===== src/rtl/bus_preload_responder.sv =====
// Preloads a value onto a shared bus after a turnaround, with optional
// readback check (`define RESP_READBACK_EN adds the CHECK state).
//
// Ports:
//   clk, rst             - clock, synchronous active-high reset
//   start_i, data_i      - request a preload of data_i (taken in IDLE only)
//   busy_o, done_o       - FSM activity, one-cycle completion pulse
//   load_o               - one-cycle load request to the counter peer
//   bus_i/bus_o/bus_oe_o - shared bus input, output value, per-bit enable
//   obs_o                - last bus value seen while not driving
//   match_o, mismatch_o  - readback result (constant 0 without the macro)
//   xfer_cnt_o           - completed-transaction count, wraps at 8 bits
module bus_preload_responder #(
  parameter int DATA_W      = 8,
  parameter int TURN_CYCLES = 2
) (
  input  logic              clk,
  input  logic              rst,
  input  logic              start_i,
  input  logic [DATA_W-1:0] data_i,
  output logic              busy_o,
  output logic              done_o,
  output logic              load_o,
  input  logic [DATA_W-1:0] bus_i,
  output logic [DATA_W-1:0] bus_o,
  output logic [DATA_W-1:0] bus_oe_o,
  output logic [DATA_W-1:0] obs_o,
  output logic              match_o,
  output logic              mismatch_o,
  output logic [7:0]        xfer_cnt_o
);

  typedef enum logic [2:0] {
    S_IDLE    = 3'd0,
    S_REQ     = 3'd1,
    S_TURN    = 3'd2,
    S_DRIVE   = 3'd3,
    S_RECOVER = 3'd4
`ifdef RESP_READBACK_EN
    ,
    S_CHECK   = 3'd5
`endif
  } state_t;

  // Counter is loaded with N-1 so TURN lasts exactly N cycles
  localparam logic [3:0] TURN_LOAD = 4'(TURN_CYCLES - 1);

  state_t            state_q, state_d;
  logic [DATA_W-1:0] data_q, data_d;
  logic [DATA_W-1:0] obs_q, obs_d;
  logic [3:0]        turn_q, turn_d;
  logic [7:0]        cnt_q, cnt_d;
  logic              load_q, load_d;
  logic              oe_q, oe_d;
  logic              done_q, done_d;
  logic              busy_q, busy_d;
`ifdef RESP_READBACK_EN
  logic              match_q, match_d;
  logic              mism_q, mism_d;
`endif

  always_comb begin
    state_d = state_q;
    data_d  = data_q;
    turn_d  = turn_q;
    cnt_d   = cnt_q;
    load_d  = 1'b0;
    oe_d    = 1'b0;
    done_d  = 1'b0;
    busy_d  = 1'b1;
    // Bus observed only while we are not the one driving it
    obs_d   = oe_q ? obs_q : bus_i;
`ifdef RESP_READBACK_EN
    match_d = match_q;
    mism_d  = mism_q;
`endif
    unique case (state_q)
      S_IDLE: begin
        busy_d = 1'b0;
        if (start_i) begin
          state_d = S_REQ;
          data_d  = data_i;
          load_d  = 1'b1;
          busy_d  = 1'b1;
        end
      end
      S_REQ: begin
        state_d = S_TURN;
        turn_d  = TURN_LOAD;
      end
      S_TURN: begin
        if (turn_q == 4'd0) begin
          state_d = S_DRIVE;
          oe_d    = 1'b1;
        end else begin
          turn_d = turn_q - 4'd1;
        end
      end
      S_DRIVE: begin
        state_d = S_RECOVER;
      end
      S_RECOVER: begin
`ifdef RESP_READBACK_EN
        state_d = S_CHECK;
`else
        state_d = S_IDLE;
        busy_d  = 1'b0;
        done_d  = 1'b1;
        cnt_d   = cnt_q + 8'd1;
`endif
      end
`ifdef RESP_READBACK_EN
      S_CHECK: begin
        state_d = S_IDLE;
        busy_d  = 1'b0;
        done_d  = 1'b1;
        cnt_d   = cnt_q + 8'd1;
        match_d = (bus_i == data_q);
        mism_d  = (bus_i != data_q);
      end
`endif
      default: begin
        state_d = S_IDLE;
        busy_d  = 1'b0;
      end
    endcase
  end

  always_ff @(posedge clk) begin
    if (rst) begin
      state_q <= S_IDLE;
      data_q  <= '0;
      obs_q   <= '0;
      turn_q  <= 4'd0;
      cnt_q   <= 8'd0;
      load_q  <= 1'b0;
      oe_q    <= 1'b0;
      done_q  <= 1'b0;
      busy_q  <= 1'b0;
`ifdef RESP_READBACK_EN
      match_q <= 1'b0;
      mism_q  <= 1'b0;
`endif
    end else begin
      state_q <= state_d;
      data_q  <= data_d;
      obs_q   <= obs_d;
      turn_q  <= turn_d;
      cnt_q   <= cnt_d;
      load_q  <= load_d;
      oe_q    <= oe_d;
      done_q  <= done_d;
      busy_q  <= busy_d;
`ifdef RESP_READBACK_EN
      match_q <= match_d;
      mism_q  <= mism_d;
`endif
    end
  end

  assign busy_o     = busy_q;
  assign done_o     = done_q;
  assign load_o     = load_q;
  assign bus_o      = data_q;
  assign bus_oe_o   = {DATA_W{oe_q}};
  assign obs_o      = obs_q;
  assign xfer_cnt_o = cnt_q;
`ifdef RESP_READBACK_EN
  assign match_o    = match_q;
  assign mismatch_o = mism_q;
`else
  assign match_o    = 1'b0;
  assign mismatch_o = 1'b0;
`endif

endmodule


===== config.mk =====
export PLATFORM = sky130hd
export DESIGN_NAME = bus_preload_responder
export DESIGN_NICKNAME = d
export VERILOG_FILES = /design/src/rtl/bus_preload_responder.sv
export SDC_FILE = /design/constraint.sdc
export NUM_CORES = 1
export LEC_CHECK = 0
export BUFFER_PORTS_ARGS = -buffer_cell sky130_fd_sc_hd__buf_2
export CELL_PAD_IN_SITES_DETAIL_PLACEMENT = 2
export CELL_PAD_IN_SITES_GLOBAL_PLACEMENT = 2
export CORE_MARGIN = 5
export CORE_UTILIZATION = 29
export DETAILED_ROUTE_END_ITERATION = 7
export PLACE_DENSITY_LB_ADDON = 0.1
export SLEW_MARGIN = 25
export SYNTH_ARGS = -nofsm -noshare
export SYNTH_HDL_FRONTEND = slang
export SYNTH_SLANG_ARGS = --single-unit

===== constraint.sdc =====
create_clock -name clk -period 3.2 [get_ports clk]
set_input_delay 0.8 -clock clk [delete_from_list [all_inputs] [get_ports clk]]
set_output_delay 0.8 -clock clk [all_outputs]
set_load 0.03 [all_outputs]

== Word level (Yosys, flattened, before mapping) ==
Cells that the tools add are included.
W data, S select, Z words.

* $add $sub $neg: 2
* Equality and inequality tests: 7
* Muxes and demuxes: 9
* Bitwise gates (word level): 2
* Reduce and logical (&&, ||, !) cells: 9

{| class="wikitable"
|+ Operators with widths
! operator !! number
|-
| $pmux W3 S4 || 1
|-
| $add A8 B1 Y8 const B || 1
|-
| $pmux W4 S2 || 1
|-
| $eq A3 B2 Y1 const B || 2
|-
| $mux W3 || 2
|-
| $ne A2 B2 Y1 const B || 3
|-
| $reduce_and A2 Y1 || 3
|-
| $logic_not A4 Y1 || 1
|-
| $mux W4 || 1
|-
| $reduce_or A2 Y1 || 2
|-
| $sub A4 B1 Y4 const B || 1
|-
| $eq A3 B1 Y1 const B || 1
|-
| $eq A3 B3 Y1 const B || 1
|-
| $logic_not A3 Y1 || 1
|-
| $mux W1 || 3
|-
| $reduce_or A3 Y1 || 1
|-
| $not A1 Y1 || 2
|-
| $pmux W1 S2 || 1
|-
| $reduce_bool A2 Y1 || 1
|}

* Bits in registers: 35
* Output and inout bits: 37
* Word-level logic and storage cells: 38

== Longest topological paths before layout ==
Gate-level depths: netlist of the first run.

* Word-level depth: 3
* Gate-level depth with buffers: 5

== Worst setup path before layout of the first run ==
No wires, ideal clock.

* Path type: input -> register
* Start point: input port start_i
* End point: register data_q[0] (netlist: bus_o[0])
* Library setup time: 132 ps
* Arrival: 1683 ps
* Required time: 3068 ps
* Setup slack: 1385 ps
* Cell stages on the path: 4
* Cell sequence: or4b_2 -> clkbuf_1 -> nand2_1 -> a21oi_1

* Cells in the longest elaborated chain, start to end: 1

{| class="wikitable"
|+ RTL lines
! what !! line !! RTL
|-
| start: declaration || 19 || <nowiki>input logic start_i,</nowiki>
|-
| $reduce_and A2 Y1 (no source line) || -- ||
|-
| end signal: assignment || 146 || <nowiki>data_q <= data_d;</nowiki>
|-
| end: declaration || 49 || <nowiki>logic [DATA_W-1:0] data_q, data_d;</nowiki>
|}

No other way between the ends.
A chain may end at the register's enable or synchronous reset.

== Worst setup path after layout of the first run ==
* Start point: register oe_q
* End point: output port bus_oe_o[4]

{| class="wikitable"
|+ RTL lines
! what !! line !! RTL
|-
| start: declaration || 54 || <nowiki>logic oe_q, oe_d;</nowiki>
|-
| start signal: assignment || 137 || <nowiki>oe_q <= 1'b0;</nowiki>
|-
| start signal: assignment || 151 || <nowiki>oe_q <= oe_d;</nowiki>
|-
| end: declaration || 26 || <nowiki>output logic [DATA_W-1:0] bus_oe_o,</nowiki>
|}

No word-level cell between the ends.

==> results of run 1 <==
-- power by group --
group	total (W)	leakage (nW)	internal, W	switching [W]
logic	0.000310	0.457	0.000110	0.000200
clock network	0.000408	0.0612	0.000252	0.000156
registers	0.000526	0.287	0.000479	0.0000466
-- cells by family (layout without fill, tap and decap cells) --
kind of cell / Yosys count / in the layout
fa+ha+maj: 2 / 2
other cells: 1 / 2
xor+xnor: 3 / 3
mux: 10 / 10
buf+inv: 25 / 66
flops: 35 / 35
compound gates: 25 / 25
simple gates: 62 / 62
-- layout by cell type, fill, tap and decap left out, types with 2 or more instances in the layout --
cell type,count
buf_2,53
dfxtp_1,35
nand2_1,21
nor2_1,14
a21oi_1,14
mux2i_1,9
clkbuf_8,6
inv_1,5
or4_1,4
nor3_1,4
nor4_1,3
o21ai_0,3
or3_1,3
o31ai_1,3
xnor2_1,2
or3b_2,2
nand2b_1,2
ha_1,2
conb_1,2
-- path summary, 6_finish.rpt --
check,start,endpoint,slack [ns],depth (start not counted)
hold reg to reg,bus_o[7],bus_o[7],0.46,2
setup reg to reg,state_q[2],xfer_cnt_o[7],1.32,3
setup / recovery,oe_q,bus_oe_o[4],1.07,1
hold / removal,bus_o[7],bus_o[7],0.46,2
-- flip-flops by register name, indices dropped and copies added, names as in the netlist --
name	cells
xfer_cnt_o	8
state_q	3
busy_o	1
obs_o	8
load_o	1
bus_o	8
oe_q	1
done_o	1
turn_q	4
-- per-stage QoR --
stage          hold WS, ns  util [%]  cell area, µm²  total power (W)  setup slack [ns]
6_report            0.4588     36.54            1831         0.001243             1.075
3_5_place_dp        0.4553     34.19            1713        0.0008491             1.196
3_3_place_gp        0.4439     34.19            1713        0.0008305             1.234
5_1_grt             0.4912     36.54            1831         0.001320            0.9688
4_1_cts             0.4654     36.54            1831         0.001264             1.033
2_1_floorplan       0.4745         -            1475        0.0007753             1.385
-- per-layer routing --
layer / up-vias / track usage (%) / share of wire [%] / routed length, µm
met3: 2 / 3.548 / 5.2 / 205
met2: 29 / 21.59 / 51 / 2000
met1: 605 / 14.61 / 43 / 1694
li1: 624 / - / - / -
met4: 0 / 3.041 / 0.48 / 19
met5: - / 0 / 0 / 0
-- final cells by class --
| cell class | instances | area, µm² | share of cell area (%) |
|---|---|---|---|
| clock buffers | 6 | 82.58 | 4.511 |
| clock inverters | 2 | 35.03 | 1.914 |
| inverters | 5 | 18.77 | 1.025 |
| multi-input cells | 104 | 640.6 | 35.00 |
| flip-flops and latches | 35 | 700.7 | 38.28 |
| well taps | 70 | 87.58 | 4.785 |
| repair buffers | 53 | 265.3 | 14.49 |
==> flow_summary_export.csv, run 1 <==
group,metric,value,unit
place,placed_cells,267,
critical_path,crit_buf_inv,1,
critical_path,crit_slowest_cell,"dfxtp_1",
grt,overflow,0,
finish,final_layout_size_suffix_gt1_share,32.68,%
sta,fmax,0.4705,GHz
cts,htreeDepth,2,
sta,tns,0,ns
drt,drt-vias-per-instance,4.582,
grt,antenna_found_initial,0,
cts,cts_tree,"yes",
floorplanning,fp-row-count,26,
finish,area_growth,24.41,%
critical_path,worstPathArrival,1.33,ns
sta,period_needed,2.125,ns
power_and_ir_drop,ir_worst_vdd,0.0002725,V
synth,ys_ff_latch,35,
cts,root_buffer,"clkbuf_8",
drt,ant_nets,0,
critical_path,cp-end-kind,"primary output",
floorplanning,die-area,0.006598,mm²
cts,clock_sinks,35,
synth,synth_top_cell_by_area,"dfxtp_1",
synth,synth_flop_cell,"dfxtp_1",
synth,synth_fa_ha_area_share,1.701,%
synth,synth_compound_area_share,10.37,%
floorplanning,core_area,0.005010,mm²
drt,drc_errors,0,
critical_path,cpPeakStageDelay,0.73,ns
critical_path,cp_cell_sequence,"buf_2",
synth,netlist.area_leader.share,47.62,%
critical_path,start_kind,"register",
sta,worst_pin_slew,0.7842,ns
synth,avgSynthCellArea,9.027,µm²
place,numPortBuffers,53,
cts,cts_hold_buf,0,
synth,ys_types,36,
synth,synth_area,0.001471,mm²
synth,synth_edf_count,0,
cts,clkLatencyLatePin,0.28,ns
synth,yosys.cell_count.top_type,"dfxtp_1",
sta,maxSlewViolCount,0,
sta,setup_viol,0,
place,gp_congestion,0.7428,
power_and_ir_drop,power.density,679.3,mW/mm²
synth,seq_area_frac_synth,47.62,%
grt,grt_pass1_wl,6306,µm
drt,wl_per_cell,14.25,µm
critical_path,cp.required,2.40,ns
floorplanning,start_util,29.37,%
synth,yosys.area_share.simple,22.28,%
synth,synthTopCellsByCount,"35 x dfxtp_1, 21 x nand2_1, 14 x a21oi_1, 14 x nor2_1, 10 x buf_4",
drt,drtIter0Drc,41,
grt,grt_usage,12.28,%
cts,clk_pin_slew,0.07,ns
place,hpwl,2969,µm
drt,routed_wl,3920,µm
sta,min_period_over_period,66.42,%
finish,final_cells,275,
synth,ys_async_sr_fraction,0,%
cts,numCtsBuffers,5,
min_path,min_path_type,"register to register",
sta,finalHoldViolations,0,
floorplanning,ioPinCount,56,
critical_path,critical_path_class,"register to primary output",
grt,grt_max_degree,35,
flow_run,cap_violations,0,
finish,n_antenna_cell,0,
floorplanning,die_height,81.23,µm
sta,rsz0062_at_grt,"false",
finish,final_nets,225,
finish,n_fill_cell,601,
drt,vias,1260,
floorplanning,fp.dieW,81.23,µm
synth,syn_inst,163,
cts,cts_resized,0,
grt,grt_pass1_vias,1352,
synth,synth.area.top_cells,"dfxtp_1 48%, mux2i_1 6.1%, nand2_1 5.4%, buf_4 5.1%, a21oi_1 4.8%",
sta,fin_worst_skew,0.008890,ns
synth,synthXorXnorAreaFrac,1.786,%
power_and_ir_drop,p_leak,0.8046,nW
synth,ys_warn_count,0,
critical_path,critPathTopFamily,"flip-flops",
cts,clk_path_buf_depth,2,
critical_path,critPathMaxFanout,16,
synth,synth_top_family_by_area,"simple AND/OR/NAND/NOR gates",
sta,relSlewSlack,47.58,%
cts,postCtsSetupBuffers,0,
drt,first_pass_iters,2,
synth,muxShareOfSynthArea,6.888,%
run_status,status,"completed",
Note: power is estimated with default switching activity, not from simulation.
==> inputs of run 2 (changes only) <==
--- a/config.mk
+++ b/config.mk
@@ -9,7 +9,7 @@
 export CELL_PAD_IN_SITES_DETAIL_PLACEMENT = 2
 export CELL_PAD_IN_SITES_GLOBAL_PLACEMENT = 2
 export CORE_MARGIN = 5
-export CORE_UTILIZATION = 29
+export CORE_UTILIZATION = 24
 export DETAILED_ROUTE_END_ITERATION = 7
 export PLACE_DENSITY_LB_ADDON = 0.1
 export SLEW_MARGIN = 25
==> constraint.sdc (replaced) <==
create_clock -name clk -period 1.8 [get_ports clk]
set_input_delay 0.45 -clock clk [delete_from_list [all_inputs] [get_ports clk]]
set_output_delay 0.45 -clock clk [all_outputs]
set_load 0.03 [all_outputs]
==> flow_summary_export.csv, run 2 (same netlist as run 1, synthesis figures left out) <==
group,metric,value,unit
sta,setup_viol,0,
sta,finalHoldViolations,0,
grt,grt_usage,11.25,%
cts,htreeDepth,2,
cts,clkLatencyLatePin,0.29,ns
power_and_ir_drop,p_sw_share,31.02,%
place,dpl_cell_area,0.001787,mm²
sta,fmax,0.5870,GHz
min_path,min_path_type,"input pin to register",
drt,ant_nets,0,
floorplanning,ioPinCount,56,
cts,root_buffer,"clkbuf_8",
critical_path,critical_path_class,"register to register",
cts,numCtsBuffers,5,
power_and_ir_drop,p_leak,0.8600,nW
drt,drtIter0Drc,26,
critical_path,r2r_cells,3,
min_path,hold_path_depth,3,
place,hpwl,3276,µm
power_and_ir_drop,power.internal,0.001658,W
power_and_ir_drop,power.density,1243,mW/mm²
critical_path,critPathMaxFanout,7,
finish,area_growth,31.38,%
sta,tns,0,ns
flow_run,cap_violations,0,
grt,antenna_found_initial,0,
critical_path,worstPathArrival,1.88,ns
power_and_ir_drop,ir_worst_vdd,0.0003235,V
floorplanning,fp-row-count,28,
power_and_ir_drop,seq_power_share,37.9,%
min_path,holdCritStartpoint,"bus_i[1]",
drt,first_pass_iters,4,
sta,maxSlewViolCount,0,
cts,clock_sinks,35,
cts,cts_resized,0,
drt,drt-vias-per-instance,4.571,
finish,n_fill_cell,710,
critical_path,rr_startpoint,"state_q[0]",
sta,period_needed,1.704,ns
critical_path,cp.required,1.97,ns
cts,cts_tree,"yes",
sta,fin_worst_skew,0.005048,ns
critical_path,worstReg2RegEnd,"xfer_cnt_o[7]",
cts,clk_path_buf_depth,2,
sta,rsz0062_at_grt,"false",
floorplanning,die-area,0.007797,mm²
drt,vias,1321,
finish,final_layout_size_suffix_gt1_share,36.45,%
finish,final_cell_area,0.001933,mm²
cts,cts_hold_buf,0,
floorplanning,fp.dieW,88.30,µm
cts,clk_pin_slew,0.07,ns
drt,wl_per_cell,14.52,µm
power_and_ir_drop,switchingPower,0.0007455,W
place,numPortBuffers,53,
finish,final_nets,234,
floorplanning,die_height,88.30,µm
finish,mostFrequentLayoutCells,"53 x buf_2, 34 x dfxtp_1, 21 x nand2_1",
critical_path,crit_path_start,"state_q[0]",
critical_path,start_kind,"register",
grt,grt_pass1_vias,1360,
finish,layout.cells.most_common,"buf_2",
grt,grt_pass1_wl,6686,µm
power_and_ir_drop,p_comb_share,27.3,%
critical_path,rrSetupSlack,0.1,ns
cts,postCtsSetupBuffers,0,
power_and_ir_drop,clkPwrFrac,34.8,%
place,gp_congestion,0.6996,
sta,min_period_over_period,94.64,%
grt,grt_max_degree,20,
floorplanning,start_util,24.71,%
drt,routed_wl,4196,µm
critical_path,cp-end-kind,"register",
min_path,worstHoldEndpoint,"obs_o[1]",
run_status,status,"completed",
drt,drc_errors,0,
floorplanning,core_area,0.005956,mm²
grt,overflow,0,
finish,n_antenna_cell,0,
[run 2: final cells by class]
| class | instances | area (µm²) | share of cell area [%] |
|---|---|---|---|
| multi-input cells | 104 | 653.1 | 33.79 |
| clock buffers | 6 | 72.57 | 3.754 |
| repair buffers | 62 | 332.8 | 17.22 |
| inverters | 5 | 18.77 | 0.9709 |
| well taps | 75 | 93.84 | 4.854 |
| flip-flops and latches | 35 | 701.9 | 36.31 |
| clock inverters | 2 | 60.06 | 3.107 |
[run 2: power groups by stage]
stage | combinational (W) | clock (W) | sequential (W)
finish | 0.000656 | 0.000836 | 0.000912
global route | 0.000711 | 0.000902 | 0.000927
CTS | 0.000651 | 0.000863 | 0.000908
detailed placement | 0.000648 | 0 | 0.000926
global placement | 0.000621 | 0 | 0.000921
floorplan | 0.000385 | 0 | 0.000993
[run 2: how the worst max path moves through the flow]
stage,endpoint,slack (ns),cells past startpoint
6_report,xfer_cnt_o[7],0.1,3
5_1_grt,xfer_cnt_o[7],0.005,3
4_1_cts,xfer_cnt_o[7],0.06,3
3_5_place_dp,xfer_cnt_o[7],0.07,3
3_3_place_gp,xfer_cnt_o[7],0.13,3
2_1_floorplan,xfer_cnt_o[7],0.20,4
[run 2: routing by layer]
metal  track usage, %  up-vias  routed length [µm]
li1                 -      648                   -
met1            12.06      639                1717
met2            20.46       30                2202
met3            4.283        4                 240
met4            3.297        0                  36
met5                0        -                   0
[run 2: stage by stage]
stage | instances | hold WS [ns] | total power (W) | util, % | worst slack (ns)
after floorplan | 164 | 0.4745 | 0.001378 | - | 0.1953
after global placement | 281 | 0.4420 | 0.001542 | 30.00 | 0.1335
after detailed placement | 281 | 0.4503 | 0.001574 | 30.00 | 0.07316
after CTS | 289 | 0.3862 | 0.002423 | 32.23 | 0.06143
after global routing | 289 | 0.3911 | 0.002540 | 32.46 | 0.005441
final | 289 | 0.3958 | 0.002403 | 32.46 | 0.09645
[run 2: critical path, cell delays in order (launching register included)]
cell     delay [ns]
dfxtp_1        0.39
or3b_1         0.52
nor4_1         0.32
mux2_2         0.37
==> inputs of run 3 (changes only) <==
--- a/config.mk
+++ b/config.mk
@@ -12,6 +12,7 @@
 export CORE_UTILIZATION = 24
 export DETAILED_ROUTE_END_ITERATION = 7
 export PLACE_DENSITY_LB_ADDON = 0.1
+export REMOVE_ABC_BUFFERS = 1
 export SLEW_MARGIN = 25
 export SYNTH_ARGS = -nofsm -noshare
 export SYNTH_HDL_FRONTEND = slang
==> flow_summary_export.csv, run 3 (same netlist as run 1, synthesis figures left out) <==
group,metric,value,unit
cts,clk_path_buf_depth,2,
sta,fin_worst_skew,0.003905,ns
critical_path,crit_path_start,"state_q[2]",
floorplanning,fp.dieW,88.30,µm
finish,layout.cells.most_common,"buf_2",
drt,drtIter0Drc,29,
place,gp_congestion,0.7277,
finish,n_antenna_cell,0,
cts,clock_sinks,35,
grt,antenna_found_initial,0,
critical_path,crit_slowest_cell,"or4b_2",
cts,clk_pin_slew,0.07,ns
critical_path,rrSetupSlack,0.17,ns
drt,routed_wl,4184,µm
sta,maxSlewViolCount,0,
floorplanning,ioPinCount,56,
floorplanning,die_height,88.30,µm
finish,final_nets,234,
sta,worst_pin_slew,0.5893,ns
cts,clkLatencyLatePin,0.28,ns
place,hpwl,3272,µm
critical_path,cp.required,1.95,ns
sta,worst_slack,0.1697,ns
critical_path,worstPathArrival,1.78,ns
sta,relSlewSlack,60.16,%
sta,rsz0062_at_grt,"false",
finish,final_layout_size_suffix_gt1_share,35.21,%
sta,min_period_over_period,90.57,%
flow_run,cap_violations,0,
cts,cts_tree,"yes",
sta,fmax,0.6134,GHz
cts,htreeDepth,2,
grt,overflow,0,
grt,grt_pass1_wl,7038,µm
finish,fin_util,31.49,%
critical_path,cp-end-kind,"register",
critical_path,cp_cell_sequence,"buf_4 > or4b_2 > nand2_1 > a21oi_1",
drt,ant_nets,0,
cts,numCtsBuffers,5,
drt,drc_errors,0,
critical_path,start_kind,"register",
grt,grt_pass1_vias,1469,
sta,finalHoldViolations,0,
finish,final_cell_area,0.001876,mm²
cts,root_buffer,"clkbuf_8",
drt,drt-vias-per-instance,4.646,
place,place_ws,0.1556,ns
run_status,status,"completed",
floorplanning,start_util,24.71,%
grt,grt_max_degree,28,
power_and_ir_drop,p_leak,0.8356,nW
min_path,min_path_type,"input pin to register",
power_and_ir_drop,p_comb_share,30.1,%
sta,setup_viol,0,
power_and_ir_drop,ir_worst_vdd,0.0003478,V
drt,first_pass_iters,4,
place,numPortBuffers,53,
power_and_ir_drop,clkPwrFrac,27.4,%
critical_path,rr_startpoint,"state_q[2]",
critical_path,r2r_cells,4,
critical_path,cpPeakStageDelay,0.81,ns
critical_path,critical_path_class,"register to register",
critical_path,critPathMaxFanout,9,
power_and_ir_drop,power.density,1131,mW/mm²
power_and_ir_drop,switchingPower,0.0007291,W
drt,wl_per_cell,14.53,µm
finish,mostFrequentLayoutCells,"53 x buf_2, 35 x dfxtp_1, 21 x nand2_1",
drt,vias,1338,
cts,cts_hold_buf,0,
critical_path,crit_end,"bus_o[4]",
finish,area_growth,27.47,%
grt,grt_usage,11.42,%
power_and_ir_drop,seq_power_share,42.5,%
floorplanning,fp-row-count,28,
power_and_ir_drop,power.internal,0.001392,W
floorplanning,core_area,0.005956,mm²
floorplanning,die-area,0.007797,mm²
power_and_ir_drop,p_sw_share,34.37,%
place,dpl_cell_area,0.001787,mm²
sta,period_needed,1.630,ns
critical_path,worstReg2RegEnd,"bus_o[4]",
run 3: changes by cell type in the layout (fill, tap and decap cells not counted), sizes merged:
cell	previous run	this run
bufinv	2	0
clkinv	0	1
run 3: layer usage:
layer	routed length, µm	global-route usage (%)
met1	1713	13.02
met2	2152	20.60
met3	288	3.911
met4	29	2.473
met5	0	0
run 3: critical path, delay by kind of cell, from the launching register on:
family                 cells  cell delay (ns)
AND/OR/NAND/NOR            2             0.94
flip-flops                 1             0.33
buffers and inverters      1             0.16
AO/OA/AOI/OAI              1             0.07
run 3: how the worst min path moves through the flow:
stage,to,cells past startpoint,startpoint,slack (ns)
floorplan,turn_q[2],2,turn_q[2],0.47
global placement,bus_o[6],2,bus_o[6],0.44
detailed placement,bus_o[5],2,bus_o[5],0.46
CTS,bus_o[1],3,data_i[1],0.39
global route,bus_o[1],3,data_i[1],0.40
finish,bus_o[1],3,data_i[1],0.40
run 3: power by group through the flow:
stage | clock, W | sequential, W | combinational [W]
3_5_place_dp | 0 | 0.000922 | 0.000645
5_1_grt | 0.000632 | 0.000916 | 0.000706
3_3_place_gp | 0 | 0.000915 | 0.000621
6_report | 0.000580 | 0.000902 | 0.000639
4_1_cts | 0.000607 | 0.000904 | 0.000648
2_1_floorplan | 0 | 0.00107 | 0.000255
run 3: final cells by class:
class,instances,area [µm²]
clock buffers,6,82.58
inverters,5,18.77
flip-flops and latches,35,700.7
repair buffers,62,332.8
multi-input cells,104,641.9
fillers,687,4080
clock inverters,1,5.005
well taps,75,93.84
run 3: what timing repair did:
item / CTS / global route
buffers inserted: 0 / 0
resized for setup: 0 / 1
endpoints found under the setup margin: 0 / 1
run 3: stage by stage:
step	hold slack [ns]	TNS [ns]	total power (W)	std cells
2_1_floorplan	0.4745	-11.71	0.001324	144
3_3_place_gp	0.4434	0	0.001536	281
3_5_place_dp	0.4590	0	0.001567	281
4_1_cts	0.3889	0	0.002159	288
5_1_grt	0.3957	0	0.002255	288
6_report	0.4019	0	0.002121	288
